[src/rtl/demux_lanes_if.sv]
`default_nettype none
// ============================================================================
// Module      : demux_lanes_if
// Description : Bus bundle for the lane demultiplexer. Carries the
//               interleaved input stream and the two de-interleaved lanes.
// Revision    : 1.0 - initial release
// ============================================================================
interface demux_lanes_if #(
    parameter int WIDTH = 8
);
    logic [WIDTH-1:0] data_in;
    logic             valid_in;
    logic [WIDTH-1:0] data_out_0;
    logic             valid_out_0;
    logic [WIDTH-1:0] data_out_1;
    logic             valid_out_1;
    logic             active;

    // Stream source / lane consumer side
    modport master (
        output data_in,
        output valid_in,
        input  data_out_0,
        input  valid_out_0,
        input  data_out_1,
        input  valid_out_1,
        input  active
    );

    // Demultiplexer side
    modport slave (
        input  data_in,
        input  valid_in,
        output data_out_0,
        output valid_out_0,
        output data_out_1,
        output valid_out_1,
        output active
    );
endinterface : demux_lanes_if
`default_nettype wire

[src/rtl/demux_lanes.sv]
`default_nettype none
// ============================================================================
// Module      : demux_lanes
// Description : Splits a time-interleaved word stream on the fast clock into
//               two parallel lanes that update together once per slot pair.
//               Aligns lane 0 to the first valid word and re-aligns after a
//               run of IDLE_PAIRS fully-empty pairs.
// Revision    : 1.0 - initial release
// ============================================================================
module demux_lanes #(
    parameter int WIDTH      = 8,
    parameter int IDLE_PAIRS = 4
) (
    input  wire logic      clk,
    input  wire logic      reset,
    demux_lanes_if.slave   bus
);

    // Counter value on which one more empty pair forces a resync
    localparam logic [7:0] c_IDLE_LAST = 8'(IDLE_PAIRS - 1);

    typedef enum logic [0:0] {
        S_IDLE   = 1'b0,
        S_ACTIVE = 1'b1
    } state_t;

    state_t           r_state;
    state_t           w_state_nxt;

    logic [WIDTH-1:0] r_hold_d0;
    logic             r_hold_v0;
    logic             r_sel;
    logic [7:0]       r_idle_cnt;
    logic [WIDTH-1:0] r_data_out_0;
    logic             r_valid_out_0;
    logic [WIDTH-1:0] r_data_out_1;
    logic             r_valid_out_1;
    logic             r_active;

    logic [WIDTH-1:0] w_hold_d0_nxt;
    logic             w_hold_v0_nxt;
    logic             w_sel_nxt;
    logic [7:0]       w_idle_cnt_nxt;
    logic [WIDTH-1:0] w_data_out_0_nxt;
    logic             w_valid_out_0_nxt;
    logic [WIDTH-1:0] w_data_out_1_nxt;
    logic             w_valid_out_1_nxt;
    logic             w_active_nxt;
    logic             w_pair_empty;

    // A pair is empty when neither the held lane 0 word nor the current
    // lane 1 word is valid; only meaningful on the pair-completion edge.
    assign w_pair_empty = ~r_hold_v0 & ~bus.valid_in;

    // FSM state register
    always_ff @(posedge clk or posedge reset) begin
        if (reset) begin
            r_state <= S_IDLE;
        end else begin
            r_state <= w_state_nxt;
        end
    end

    // Next-state and next-value logic for the FSM and lane datapath
    always_comb begin
        w_state_nxt       = r_state;
        w_hold_d0_nxt     = r_hold_d0;
        w_hold_v0_nxt     = r_hold_v0;
        w_sel_nxt         = r_sel;
        w_idle_cnt_nxt    = r_idle_cnt;
        w_data_out_0_nxt  = r_data_out_0;
        w_valid_out_0_nxt = r_valid_out_0;
        w_data_out_1_nxt  = r_data_out_1;
        w_valid_out_1_nxt = r_valid_out_1;
        w_active_nxt      = r_active;

        case (r_state)
            S_IDLE: begin
                // First valid word after reset/resync is always lane 0
                w_sel_nxt = 1'b0;
                if (bus.valid_in) begin
                    w_hold_d0_nxt  = bus.data_in;
                    w_hold_v0_nxt  = 1'b1;
                    w_sel_nxt      = 1'b1;
                    w_idle_cnt_nxt = 8'd0;
                    w_state_nxt    = S_ACTIVE;
                    w_active_nxt   = 1'b1;
                end
            end

            S_ACTIVE: begin
                w_sel_nxt = ~r_sel;
                if (!r_sel) begin
                    // Lane 0 slot: capture into the holding register
                    w_hold_d0_nxt = bus.data_in;
                    w_hold_v0_nxt = bus.valid_in;
                end else begin
                    // Pair completion: publish both lanes together; data
                    // is only replaced where its lane is valid.
                    w_valid_out_0_nxt = r_hold_v0;
                    if (r_hold_v0) begin
                        w_data_out_0_nxt = r_hold_d0;
                    end
                    w_valid_out_1_nxt = bus.valid_in;
                    if (bus.valid_in) begin
                        w_data_out_1_nxt = bus.data_in;
                    end

                    if (w_pair_empty) begin
                        if (r_idle_cnt == c_IDLE_LAST) begin
                            w_state_nxt    = S_IDLE;
                            w_active_nxt   = 1'b0;
                            w_sel_nxt      = 1'b0;
                            w_idle_cnt_nxt = 8'd0;
                        end else begin
                            w_idle_cnt_nxt = r_idle_cnt + 8'd1;
                        end
                    end else begin
                        w_idle_cnt_nxt = 8'd0;
                    end
                end
            end

            default: begin
                w_state_nxt = S_IDLE;
            end
        endcase
    end

    // Datapath and output registers
    always_ff @(posedge clk or posedge reset) begin
        if (reset) begin
            r_hold_d0     <= '0;
            r_hold_v0     <= 1'b0;
            r_sel         <= 1'b0;
            r_idle_cnt    <= 8'd0;
            r_data_out_0  <= '0;
            r_valid_out_0 <= 1'b0;
            r_data_out_1  <= '0;
            r_valid_out_1 <= 1'b0;
            r_active      <= 1'b0;
        end else begin
            r_hold_d0     <= w_hold_d0_nxt;
            r_hold_v0     <= w_hold_v0_nxt;
            r_sel         <= w_sel_nxt;
            r_idle_cnt    <= w_idle_cnt_nxt;
            r_data_out_0  <= w_data_out_0_nxt;
            r_valid_out_0 <= w_valid_out_0_nxt;
            r_data_out_1  <= w_data_out_1_nxt;
            r_valid_out_1 <= w_valid_out_1_nxt;
            r_active      <= w_active_nxt;
        end
    end

    assign bus.data_out_0  = r_data_out_0;
    assign bus.valid_out_0 = r_valid_out_0;
    assign bus.data_out_1  = r_data_out_1;
    assign bus.valid_out_1 = r_valid_out_1;
    assign bus.active      = r_active;

endmodule : demux_lanes
`default_nettype wire

[src/flat_wrapper.sv]
// flat-port wrapper written by rule: the top's interface ports become plain ports
module demux_lanes_flat 
#(
    parameter int WIDTH      = 8,
    parameter int IDLE_PAIRS = 4
)
  (clk, reset, bus_data_in, bus_valid_in, bus_data_out_0, bus_valid_out_0, bus_data_out_1, bus_valid_out_1, bus_active);
  demux_lanes_if #(.WIDTH(WIDTH)) bus_i ();
  input  wire logic clk;
  input  wire logic reset;
  input wire logic [$bits(bus_i.data_in)-1:0] bus_data_in;
  input wire logic [$bits(bus_i.valid_in)-1:0] bus_valid_in;
  output wire logic [$bits(bus_i.data_out_0)-1:0] bus_data_out_0;
  output wire logic [$bits(bus_i.valid_out_0)-1:0] bus_valid_out_0;
  output wire logic [$bits(bus_i.data_out_1)-1:0] bus_data_out_1;
  output wire logic [$bits(bus_i.valid_out_1)-1:0] bus_valid_out_1;
  output wire logic [$bits(bus_i.active)-1:0] bus_active;
  assign bus_i.data_in = bus_data_in;
  assign bus_i.valid_in = bus_valid_in;
  assign bus_data_out_0 = bus_i.data_out_0;
  assign bus_valid_out_0 = bus_i.valid_out_0;
  assign bus_data_out_1 = bus_i.data_out_1;
  assign bus_valid_out_1 = bus_i.valid_out_1;
  assign bus_active = bus_i.active;
  demux_lanes #(.WIDTH(WIDTH), .IDLE_PAIRS(IDLE_PAIRS)) u_core (.clk(clk), .reset(reset), .bus(bus_i));
endmodule
[config.mk]
export PLATFORM = sky130hd
export DESIGN_NAME = demux_lanes_flat
export DESIGN_NICKNAME = d
export VERILOG_FILES = /design/src/rtl/demux_lanes_if.sv /design/src/rtl/demux_lanes.sv /design/src/flat_wrapper.sv
export SDC_FILE = /design/constraint.sdc
export NUM_CORES = 1
export LEC_CHECK = 0
export CORE_MARGIN = 4
export CORE_UTILIZATION = 45
export CTS_BUF_LIST = sky130_fd_sc_hd__clkbuf_8
export CTS_CLUSTER_DIAMETER = 100
export CTS_CLUSTER_SIZE = 25
export DETAILED_ROUTE_END_ITERATION = 6
export PLACE_DENSITY = 0.76
export SKIP_LAST_GASP = 1
export SYNTH_ARGS = -nofsm -noshare
export SYNTH_HDL_FRONTEND = slang
export SYNTH_SLANG_ARGS = --single-unit
[constraint.sdc]
create_clock -name clk -period 3.18 [get_ports clk]
set_input_delay 0.636 -clock clk [delete_from_list [all_inputs] [get_ports clk]]
set_output_delay 0.636 -clock clk [all_outputs]
set_load 0.01 [all_outputs]
After elaboration in Yosys (flattened, before gate mapping)
Cells that the tools add are included.
W data, S select, Z words.
- logic and storage cells: 52
- bits in registers: 38
- $add $sub $neg: 1
- reduce and logical (&&, ||, !) cells: 6
- equality and inequality tests: 6
- bitwise gates (word level): 5
- muxes and demuxes: 24
- operator list (cell ; count):
    $mux W8 ; 6
    $pmux W8 S2 ; 2
    $mux W1 ; 12
    $ne A2 B2 Y1 const B ; 5
    $add A8 B1 Y8 const B ; 1
    $eq A8 B2 Y1 const B ; 1
    $pmux W1 S2 ; 4
    $reduce_and A2 Y1 ; 3
    $reduce_and A3 Y1 ; 2
    $not A1 Y1 ; 4
    $reduce_and A4 Y1 ; 1
    $and A1 B1 Y1 ; 1

Longest topological paths before layout
- depth in word-level cells: 5
- depth in mapped cells: 5
- gate-level depth less buffers: 5

Worst setup path before layout
No wires, ideal clock.
- path type: flip-flop to flip-flop
- from: register u_core.r_idle_cnt[0]
- to: register u_core.r_idle_cnt[5]
- path slack: 1.490 ns
- data arrival time: 1.566 ns
- required time: 3.056 ns
- setup time: 0.124 ns
- stages on the path, launching flop included: 6
- cells stage by stage: dfrtp_1 > ha_1 > or4b_4 > o21ba_1 > o21a_1 > o31a_1
- word-level cells in the longest chain between the ends: 5
- elaborated cells between the ends (all ways): 6
- classes of those cells: 1 x add/sub; 1 x eq/ne; 4 x mux
- RTL lines (what ; RTL line ; text):
    from (decl) ; demux_lanes.sv:33 ; logic [7:0] r_idle_cnt;
    from (signal assigned) ; demux_lanes.sv:146 ; r_idle_cnt <= w_idle_cnt_nxt;
    $add A8 B1 Y8 or $eq A8 B2 Y1 (tied branches) ; demux_lanes.sv:116, demux_lanes.sv:110 ;
    $mux W8 (*) ; demux_lanes.sv:110 ; if (r_idle_cnt == c_IDLE_LAST) begin
    $mux W8 (*) ; demux_lanes.sv:109 ; if (w_pair_empty) begin
    $mux W8 (*) ; demux_lanes.sv:93 ; if (!r_sel) begin
    $pmux W8 S2 (*) ; demux_lanes.sv:77 ; case (r_state)
Every way passes the cells marked *; elsewhere a longest branch is shown, timed or not. The select of a mux whose other input is x is not followed.
A chain may end at the register's enable or synchronous reset.

Worst setup path after layout
- from: input port bus_valid_in
- to: register u_core.r_hold_d0[1]
- word-level cells in the longest chain between the ends: 2
- RTL lines (what ; RTL line ; text):
    from (decl) ; flat_wrapper.sv:12 ; input wire logic [$bits(bus_i.valid_in)-1:0] bus_valid_in;
    $ne A2 B2 Y1 (no line) ; - ;
    $reduce_and A2 Y1 (no line) ; - ;
    to (signal assigned) ; demux_lanes.sv:143 ; r_hold_d0 <= w_hold_d0_nxt;
    to (decl) ; demux_lanes.sv:30 ; logic [WIDTH-1:0] r_hold_d0;
Every way passes these cells.

==> flow_summary.yaml <==
run_status:
  run_status: "finished clean"
yosys:
  synthSimpleGateAreaFrac_pct: 9.85
  netlist_area_um2: 1590
  synth_cell_type_count: 27
  ys.flop_type: "sky130_fd_sc_hd__dfrtp_1"
  syn_inst: 122
  synth_area_in_compound_gates_pct: 7.57
  async_s_r_ff_share_synth_pct: 100
  synthAdderAreaFrac_pct: 1.58
  yosys_warnings: 0
  synth_enable_flop_cells: 0
  synth-seq-cells: 38
  synth_top_family_by_area: "multiplexers"
  syn-mean-instance-area_um2: 13.0
  syn_nets: 135
  post_synth_xor_area_fraction_pct: 1.65
  synth_mux_area_share_pct: 17.0
  synth_sequential_area_ratio_pct: 59.9
cts:
  clock_tree.root_cell: "sky130_fd_sc_hd__clkbuf_8"
  clock_tree.buffer_depth: 2
  cts_hold_buffers: 0
  cts_sinks: 38
  clk-insertion-delay-late_ns: 0.28
  ctsResizeCount: 0
  cts_tree: "done"
  ctsHtreeMaxLevel: 2
  clkSlewWorstSetupHoldPaths_ns: 0.07
  cts_made_buffers: 5
  postcts_setup_bufs: 0
global_route:
  global_route_wire_length_before_repair_mm: 5.20
  grt_pass1_vias: 1100
  grt_antenna_before_repair: 0
  grt_start_max_net_pins: 39
  overflow: 0
  grtUsageTotal_pct: 15.7
setup_path:
  critical_path.slowest_cell: "sky130_fd_sc_hd__clkdlybuf4s50_1"
  worst-endpoint-arrival_ns: 2.15
  end_kind: "flip-flop"
  critPathRequiredTime_ns: 3.34
  worst_setup_start_kind: "input pin"
  cpPeakStageDelay_ns: 0.59
  timing_worst_setup_path_type: "in2reg"
  path_buf_inv: 1
  cp_max_fo: 9
  crit_family: "buffers and inverters"
  cp_cell_sequence: "clkdlybuf4s50_1 -> nor2_1 -> a21oi_2 -> mux2_2"
worst_hold_path:
  worst_hold_path_type: "reg2reg"
timing:
  finalClockSkew_ns: 0.00264
  slew_headroom_pct: 59.2
  fin_crit_sh_pct: 62.4
  final.min_clock_period_ns: 1.98
  timing_max_transition_violations_final: 0
  final_count_of_hold_timing_violations: 0
  worstMarginPinSlew_ns: 0.611
  totalNegativeSetupSlack_ns: 0
  grt_setup_unrepaired: "false"
  max_freq_mhz: 504
  setup_viol: 0
finish:
  drive_above_1_share_pct: 22.4
  area_used_by_multi_input_combinational_logic_um2: 598
  num_antenna_cells: 0
  final_nets: 170
  syn_to_final_growth_pct: 25.8
  seq_area_um2: 951
  fillerInstances: 304
  design_area_um2: 2000
  layout.core_utilization_pct: 59.4
drt:
  remaining_drc_errors: 0
  initial_drc_count: 27
  detailroute.via_count: 1046
  wirelength_mm: 2.91
  antenna_violating_nets_left: 0
  detailedRoute.firstPassIterationCount: 4
  wl_per_cell_um: 14.4
  route.detailed.vias_per_inst: 5.18
placement:
  routabilityCongestion: 0.822
  hpwlAfterDp_mm: 2.06
  placedInstanceArea_um2: 1920
  io_buffers: 29
floorplanning:
  floorplan.die.width_um: 67.4
  rows: 21
  floorplan.initialDensity_pct: 47.2
  io_pins: 30
  die-area_um2: 4540
  die-height_um: 67.4
  design.core.area_um2: 3360
job:
  drv.max_cap_violation_count: 0
power_and_ir_drop:
  leakagePower_nw: 0.851
  ir_drop_v: 0.000542
  p_per_area_nw_per_um2: 932
## cell usage after synthesis (2+ instances only)
| master | n | area (µm²) |
|---|---|---|
| sky130_fd_sc_hd__nand2_1 | 13 | 48.8 |
| sky130_fd_sc_hd__inv_1 | 3 | 11.3 |
| sky130_fd_sc_hd__clkbuf_8 | 2 | 27.5 |
| sky130_fd_sc_hd__xor2_1 | 2 | 17.5 |
| sky130_fd_sc_hd__mux2_2 | 24 | 270 |
| sky130_fd_sc_hd__nor2_1 | 5 | 18.8 |
| sky130_fd_sc_hd__nor3_1 | 2 | 10.0 |
| sky130_fd_sc_hd__ha_1 | 2 | 25.0 |
| sky130_fd_sc_hd__o21ai_0 | 9 | 45.0 |
| sky130_fd_sc_hd__dfrtp_1 | 38 | 951 |
| sky130_fd_sc_hd__nand3_1 | 4 | 20.0 |
| sky130_fd_sc_hd__a21oi_1 | 3 | 15.0 |
## layout make-up
cell class	instances	share of cell area (%)
Clock buffer	6	4.13
Sequential cell	38	47.6
Tap cell	46	2.88
Timing Repair Buffer	30	14.9
Multi-Input combinational cell	79	29.9
Inverter	3	0.564
## flip-flops by register name (all words and copies together) (netlist names)
register                count
u_core.bus.valid_out_0      1
u_core.r_state              1
u_core.bus.data_out_1       8
u_core.r_idle_cnt           8
u_core.bus.active           1
u_core.r_hold_v0            1
u_core.r_sel                1
u_core.bus.valid_out_1      1
u_core.bus.data_out_0       8
u_core.r_hold_d0            8
## worst reg2reg max path: cells and delay by family (launching register included)
kind            cells  cell delay, ns
simple gates        1            0.48
flops               1            0.43
fa+ha+maj           1            0.22
compound gates      3            0.59
## power by group
part / total [mW] / leakage [nW] / internal, mW / switching (mW)
registers: 0.816 / 0.458 / 0.688 / 0.128
clock network: 0.314 / 0.0431 / 0.167 / 0.147
logic: 0.733 / 0.349 / 0.441 / 0.293
## cell usage in the layout (no fill, tap or decap), types with 2 or more instances in the layout
master | Yosys | layout
sky130_fd_sc_hd__dfrtp_1 | 38 | 38
sky130_fd_sc_hd__clkdlybuf4s50_1 | 0 | 29
sky130_fd_sc_hd__mux2_2 | 24 | 24
sky130_fd_sc_hd__nand2_1 | 13 | 13
sky130_fd_sc_hd__o21ai_0 | 9 | 9
sky130_fd_sc_hd__clkbuf_8 | 2 | 6
sky130_fd_sc_hd__nor2_1 | 5 | 5
sky130_fd_sc_hd__nand3_1 | 4 | 4
sky130_fd_sc_hd__a21oi_1 | 3 | 3
sky130_fd_sc_hd__inv_1 | 3 | 3
sky130_fd_sc_hd__nor3_1 | 2 | 2
sky130_fd_sc_hd__xor2_1 | 2 | 2
sky130_fd_sc_hd__ha_1 | 2 | 2
## logic make-up after synthesis
kind of cell,count (synthesis)
flops,38
simple gates,31
mux,24
compound gates,19
buf+inv,5
xor+xnor,3
fa+ha+maj,2
## routing by layer
layer  vias up  global-route usage (%)  part of all wire, %
met1       518                    18.6                   44
li1        498                       -                    -
met3         5                    5.99                  5.5
met5         -                       0                    0
met2        25                    26.1                   49
met4         0                    5.32                  1.2
## stage by stage
| stage | power [mW] | std cells | setup slack, ns | hold WS (ns) |
|---|---|---|---|---|
| global placement | 1.53 | 196 | 0.990 | 0.461 |
| floorplan | 1.22 | 122 | 1.49 | 0.477 |
| finish | 1.86 | 202 | 1.20 | 0.489 |
| detailed placement | 1.56 | 196 | 0.906 | 0.480 |
| global route | 2.00 | 202 | 1.09 | 0.519 |
| CTS | 1.89 | 202 | 1.18 | 0.496 |
## worst paths after layout
| kind | from | end | slack, ns | cells past startpoint |
|---|---|---|---|---|
| setup reg to reg | u_core.r_idle_cnt[0]$_DFFE_PP0P_ | u_core.r_idle_cnt[5]$_DFFE_PP0P_ | 1.36 | 5 |
| max in group asynchronous | reset | u_core.r_hold_d0[3]$_DFFE_PP0P_ | 2.09 | 3 |
| hold reg to reg | u_core.bus.active$_DFFE_PP0P_ | u_core.bus.active$_DFFE_PP0P_ | 0.49 | 1 |
| hold / removal | u_core.bus.active$_DFFE_PP0P_ | u_core.bus.active$_DFFE_PP0P_ | 0.49 | 1 |
| setup / recovery | bus_valid_in | u_core.r_hold_d0[1]$_DFFE_PP0P_ | 1.20 | 4 |
| min in group asynchronous | reset | u_core.r_idle_cnt[7]$_DFFE_PP0P_ | 0.76 | 3 |
Note: power is estimated with default switching activity, not from simulation.
